**config.mk**
```make
export PLATFORM = sky130hd
export DESIGN_NAME = narrower_18_to_10_flat
export DESIGN_NICKNAME = d
export VERILOG_FILES = /design/src/rtl/narrow_pkg.sv /design/src/rtl/narrow_if.sv /design/src/rtl/narrow_skid.sv /design/src/rtl/narrower_18_to_10.sv /design/src/flat_wrapper.sv
export SDC_FILE = /design/constraint.sdc
export NUM_CORES = 1
export LEC_CHECK = 0
export BUFFER_PORTS_ARGS = -buffer_cell sky130_fd_sc_hd__clkbuf_2
export CAP_MARGIN = 20
export CORE_UTILIZATION = 46
export DETAILED_ROUTE_END_ITERATION = 10
export PLACE_DENSITY_LB_ADDON = 0.05
export SLEW_MARGIN = 20
export SYNTH_ARGS = -nofsm -noshare
export SYNTH_HDL_FRONTEND = slang
export SYNTH_SLANG_ARGS = --single-unit
```
**constraint.sdc**
```tcl
create_clock -name clk -period 2 [get_ports clk]
set_clock_uncertainty 0.2 [all_clocks]
set_input_delay 0.2 -clock clk [delete_from_list [all_inputs] [get_ports clk]]
set_output_delay 0.2 -clock clk [all_outputs]
set_load 0.03 [all_outputs]
```
**src/rtl/narrow_pkg.sv**
```systemverilog
// narrow_pkg: widths, saturation limits and buffered entry type for the 18-to-10 narrower
package narrow_pkg;
   localparam int IN_W  = 18;
   localparam int OUT_W = 10;
   localparam logic [OUT_W-1:0] SAT_POS = 10'h1FF;
   localparam logic [OUT_W-1:0] SAT_NEG = 10'h200;
   typedef struct packed {
      logic [OUT_W-1:0] data;
      logic             ovf;
   } entry_t;
endpackage

```
**src/rtl/narrow_if.sv**
```systemverilog
// narrow_if: valid/ready stream bundle for the narrower, input side plus output side
interface narrow_if
   import narrow_pkg::*;
   ();
   logic             in_valid;
   logic             in_ready;
   logic [IN_W-1:0]  in_data;
   logic             sat_en;
   logic             out_valid;
   logic             out_ready;
   logic [OUT_W-1:0] out_data;
   logic             out_ovf;
   modport master (output in_valid, in_data, sat_en, out_ready,
                   input  in_ready, out_valid, out_data, out_ovf);
   modport slave  (input  in_valid, in_data, sat_en, out_ready,
                   output in_ready, out_valid, out_data, out_ovf);
endinterface

```
**src/rtl/narrow_skid.sv**
```systemverilog
// narrow_skid: output register plus one-entry skid buffer; in_ready is registered (skid empty)
module narrow_skid #(
   parameter int W = 11
) (
   input  logic         clk,
   input  logic         rst_n,
   input  logic         in_valid,
   output logic         in_ready,
   input  logic [W-1:0] in_data,
   output logic         out_valid,
   input  logic         out_ready,
   output logic [W-1:0] out_data
);
   logic         skid_v;
   logic [W-1:0] skid_d;
   logic         acc;
   logic         free;
   assign acc      = in_valid && !skid_v;
   assign free     = !out_valid || out_ready;
   assign in_ready = !skid_v;
   // refill the output register from the skid first, else from the input; park in skid when stalled
   always_ff @(posedge clk or negedge rst_n) begin
      if (!rst_n) begin
         out_valid <= 1'b0;
         out_data  <= '0;
         skid_v    <= 1'b0;
         skid_d    <= '0;
      end else if (free) begin
         out_valid <= skid_v || acc;
         if (skid_v) out_data <= skid_d;
         else if (acc) out_data <= in_data;
         skid_v <= 1'b0;
      end else if (acc) begin
         skid_v <= 1'b1;
         skid_d <= in_data;
      end
   end
endmodule

```
**src/rtl/narrower_18_to_10.sv**
```systemverilog
// narrower_18_to_10: range-check 18-bit signed values, saturate or wrap to 10 bits, buffer and count overflows
module narrower_18_to_10
   import narrow_pkg::*;
#(
   parameter int CNT_W = 8
) (
   input  logic             clk,
   input  logic             rst_n,
   narrow_if.slave          bus,
   input  logic             clr_status,
   output logic             ovf_sticky,
   output logic [CNT_W-1:0] ovf_count
);
   logic [IN_W-OUT_W:0] hi;
   logic                fit;
   logic                acc_ovf;
   entry_t              ent;
   entry_t              q;
   assign hi      = bus.in_data[IN_W-1:OUT_W-1];
   assign fit     = (&hi) || !(|hi);
   assign acc_ovf = bus.in_valid && bus.in_ready && !fit;
   // fits or wrap mode keeps the low bits; saturate mode clamps by sign
   always_comb begin
      ent.ovf  = !fit;
      ent.data = (fit || !bus.sat_en) ? bus.in_data[OUT_W-1:0]
                                      : (bus.in_data[IN_W-1] ? SAT_NEG : SAT_POS);
   end
   narrow_skid #(.W($bits(entry_t))) u_skid (
      .clk       (clk),
      .rst_n     (rst_n),
      .in_valid  (bus.in_valid),
      .in_ready  (bus.in_ready),
      .in_data   (ent),
      .out_valid (bus.out_valid),
      .out_ready (bus.out_ready),
      .out_data  (q)
   );
   assign bus.out_data = q.data;
   assign bus.out_ovf  = q.ovf;
   // overflow status; an accepted overflow beats a same-cycle clear and restarts the count at 1
   always_ff @(posedge clk or negedge rst_n) begin
      if (!rst_n) begin
         ovf_sticky <= 1'b0;
         ovf_count  <= '0;
      end else if (acc_ovf) begin
         ovf_sticky <= 1'b1;
         ovf_count  <= clr_status ? CNT_W'(1) : ((&ovf_count) ? ovf_count : ovf_count + 1'b1);
      end else if (clr_status) begin
         ovf_sticky <= 1'b0;
         ovf_count  <= '0;
      end
   end
endmodule

```
**src/flat_wrapper.sv**
```systemverilog
// flat-port wrapper written by rule: the top's interface ports become plain ports
module narrower_18_to_10_flat import narrow_pkg::*;
#(
   parameter int CNT_W = 8
)
  (clk, rst_n, clr_status, ovf_sticky, ovf_count, bus_in_valid, bus_in_data, bus_sat_en, bus_out_ready, bus_in_ready, bus_out_valid, bus_out_data, bus_out_ovf);
  narrow_if bus_i ();
  input  logic clk;
  input  logic rst_n;
  input  logic clr_status;
  output logic ovf_sticky;
  output logic [CNT_W-1:0] ovf_count;
  input wire logic [$bits(bus_i.in_valid)-1:0] bus_in_valid;
  input wire logic [$bits(bus_i.in_data)-1:0] bus_in_data;
  input wire logic [$bits(bus_i.sat_en)-1:0] bus_sat_en;
  input wire logic [$bits(bus_i.out_ready)-1:0] bus_out_ready;
  output wire logic [$bits(bus_i.in_ready)-1:0] bus_in_ready;
  output wire logic [$bits(bus_i.out_valid)-1:0] bus_out_valid;
  output wire logic [$bits(bus_i.out_data)-1:0] bus_out_data;
  output wire logic [$bits(bus_i.out_ovf)-1:0] bus_out_ovf;
  assign bus_i.in_valid = bus_in_valid;
  assign bus_i.in_data = bus_in_data;
  assign bus_i.sat_en = bus_sat_en;
  assign bus_i.out_ready = bus_out_ready;
  assign bus_in_ready = bus_i.in_ready;
  assign bus_out_valid = bus_i.out_valid;
  assign bus_out_data = bus_i.out_data;
  assign bus_out_ovf = bus_i.out_ovf;
  narrower_18_to_10 #(.CNT_W(CNT_W)) u_core (.clk(clk), .rst_n(rst_n), .bus(bus_i), .clr_status(clr_status), .ovf_sticky(ovf_sticky), .ovf_count(ovf_count));
endmodule
```
==> results_dict.tcl <==
set metrics [dict create \
    synthDistinctLibCells 38 \
    via_count 1536 \
    grt_pass1_vias 1506 \
    wl_per_cell_microns 13.8 \
    fin_crit_ns 1.92 \
    core-area_sq_um 3420 \
    diodes 0 \
    ys.warnings.count 0 \
    endpoint "u_core.ovf_count[7]" \
    ys_top_cells_by_count "37 x nand2_1, 33 x dfrtp_1, 22 x nor2_1" \
    startpoint "u_core.ovf_count[0]" \
    reg2reg_slack_ns 0.08 \
    synth-main-ff-cell "dfrtp_1" \
    place_congestion 0.790 \
    antenna_found_initial 0 \
    hp-start "bus_in_data[17]" \
    maxSlewViolCount 0 \
    die_w_microns 62.4 \
    syn_area_per_cell_sq_um 9.52 \
    numCtsBuffers 5 \
    fill_cells 319 \
    cts_tree "built" \
    hold_violations 0 \
    fmax_mhz 520 \
    drive_gt1_frac 0.317 \
    ys_seq_area_frac 0.493 \
    ys_ff_latch 33 \
    wl_microns 3950 \
    num_rows 21 \
    rsz0062_at_grt "false" \
    cellPowerDensity_nw_per_um2 763 \
    path_max_fanout 6 \
    cts.clk_slew.worst_paths_ns 0.10 \
    nets 264 \
    slew_headroom 0.603 \
    ios 46 \
    drt.antenna.violating_nets 0 \
    post-route-drc-count 0 \
    synth_top_area_share 0.493 \
    reg2regPathDepth 6 \
    area_growth_syn_to_layout_pct 29.3 \
    required_ns 2.06 \
    tns_ns 0 \
    grt-ovfl-total 0 \
    rr_startpoint "u_core.ovf_count[0]" \
    die-area_sq_um 3890 \
    min_path_cells 3 \
    setup_viol 0 \
    clock_tree.root_cell "clkbuf_4" \
    synth_most_common_cell "nand2_1" \
    max_cap_violations 0 \
    synth_edf_count 0 \
    async_flop_share 1.00 \
    worst_ir_drop_vdd_v 0.000415 \
    synthCells 176 \
    syn-cell-area_sq_um 1680 \
    start_util 0.490 \
    die_height_microns 62.4 \
    post-synth-top-area-cell "dfrtp_1" \
    viasPerCell 5.37 \
    grtUsageTotal 0.222 \
    cp-end-kind "flop" \
    synth_area_leaders "dfrtp_1 49%, nand2_1 8.3%, nor2_1 4.9%" \
    regArea_sq_um 828 \
    htreeDepth 2 \
    worst-endpoint-arrival_ns 1.99 \
    hpwl_microns 2690 \
    leakagePower_nw 0.983 \
    multi_input_area_sq_um 800 \
    grt_start_max_net_pins 18 \
    drtPass1Iterations 4 \
    period_share 0.961 \
    clockBufferDepth 2 \
    status "completed" \
    r2r_end "u_core.ovf_count[7]" \
    worstSetupStartpointType "flop" \
    initialDrtViolationCount 87 \
    grt_pass1_wl_microns 6690 \
    whs_ns 0.0322 \
    worst_pin_slew_ns 0.593 \
    cts_num_sinks 33 \
    min_path_type "in -> reg" \
    crit_type "reg -> reg" \
    clk_latency_ns 0.33 \
    portBuffers 45 \
    synth_nets 201 \
]
worst max-delay path: stages (launching register included):
cell and delay (ns):
dfrtp_2 0.44, ha_2 0.20, and3_4 0.19, nand3_4 0.10
nand4_4 0.13, or4_1 0.48, a21oi_1 0.12
repair_timing:
action	in CTS	in global routing
setup endpoints to repair	0	2
setup buffers	0	2
hold endpoints to repair	58	0
hold buffers	12	0
resized for setup	0	1
final cells by class:
cell class | instances | area share
clock buffers | 6 | 0.0191
clock inverters | 2 | 0.00462
inverters | 5 | 0.00867
multi-input cells | 130 | 0.369
flip-flops and latches | 33 | 0.382
well taps | 46 | 0.0266
repair buffers | 64 | 0.189
state kept, by name, indices dropped and copies added (netlist names):
signal and flops:
u_core.u_skid.out_data 11, u_core.u_skid.skid_d 11, u_core.ovf_count 8, u_core.ovf_sticky 1
u_core.u_skid.out_valid 1, u_core.u_skid.skid_v 1
layer usage:
| metal | up-vias | GRT usage | part of all wire |
|---|---|---|---|
| met1 | 718 | 0.283 | 0.45 |
| met5 | - | 0 | 0 |
| li1 | 748 | - | - |
| met4 | 0 | 0.0901 | 0.017 |
| met3 | 8 | 0.0533 | 0.063 |
| met2 | 62 | 0.364 | 0.47 |
cell families after synthesis:
| logic type | after synthesis | share of synthesized area |
|---|---|---|
| simple gates | 83 | 0.258 |
| fa+ha+maj | 1 | 0.00747 |
| mux | 3 | 0.0187 |
| flops | 33 | 0.493 |
| buf+inv | 13 | 0.0366 |
| compound gates | 43 | 0.186 |
cell usage in the layout (no fill, tap or decap), types with 2 or more instances in the layout:
master         Yosys  layout
o211ai_1           9       9
or3_1              3       3
a21oi_1            7       7
or4_1              2       2
nand2b_1           3       3
o21ai_1            4       4
and3_4             2       2
clkinv_2           0       2
nor4_2             2       2
o31ai_1           11      11
dlygate4sd3_1      0      12
buf_4              1       6
inv_1              4       4
dfrtp_1           33      31
clkbuf_2           0      45
nand2_1           37      37
o21ai_0            6       6
nor2_1            22      22
clkbuf_4           0       5
dfrtp_2            0       2
mux2i_1            2       2
nand4_1            3       3
where the power goes:
group	leakage, nW	total (mW)	internal [mW]	switching (mW)
Sequential	0.411	0.834	0.773	0.0607
Combinational	0.540	0.468	0.170	0.298
Clock	0.0320	0.351	0.134	0.217
worst min path at each step:
stage / end / slack [ns]
CTS: u_core.u_skid.skid_d[10] / 0.03
floorplan: u_core.ovf_count[0] / -0.30
global placement: u_core.ovf_count[6] / -0.04
finish: u_core.u_skid.skid_d[10] / 0.03
detailed placement: u_core.ovf_count[6] / -0.03
global route: u_core.u_skid.skid_d[10] / 0.07
metrics by stage:
stage                     power [mW]  cell area, sq um  utilization  instances  worst slack (ns)
final                           1.65              2170        0.634        286            0.0778
after global routing            1.76              2170        0.634        286           0.00645
after CTS                       1.66              2140        0.627        284           0.00774
after detailed placement        1.29              1970        0.577        264            0.0267
after global placement          1.27              1970        0.577        264            0.0679
after floorplan                 1.13              1680            -        176           0.00919
Power figures use the tool's default switching activity.
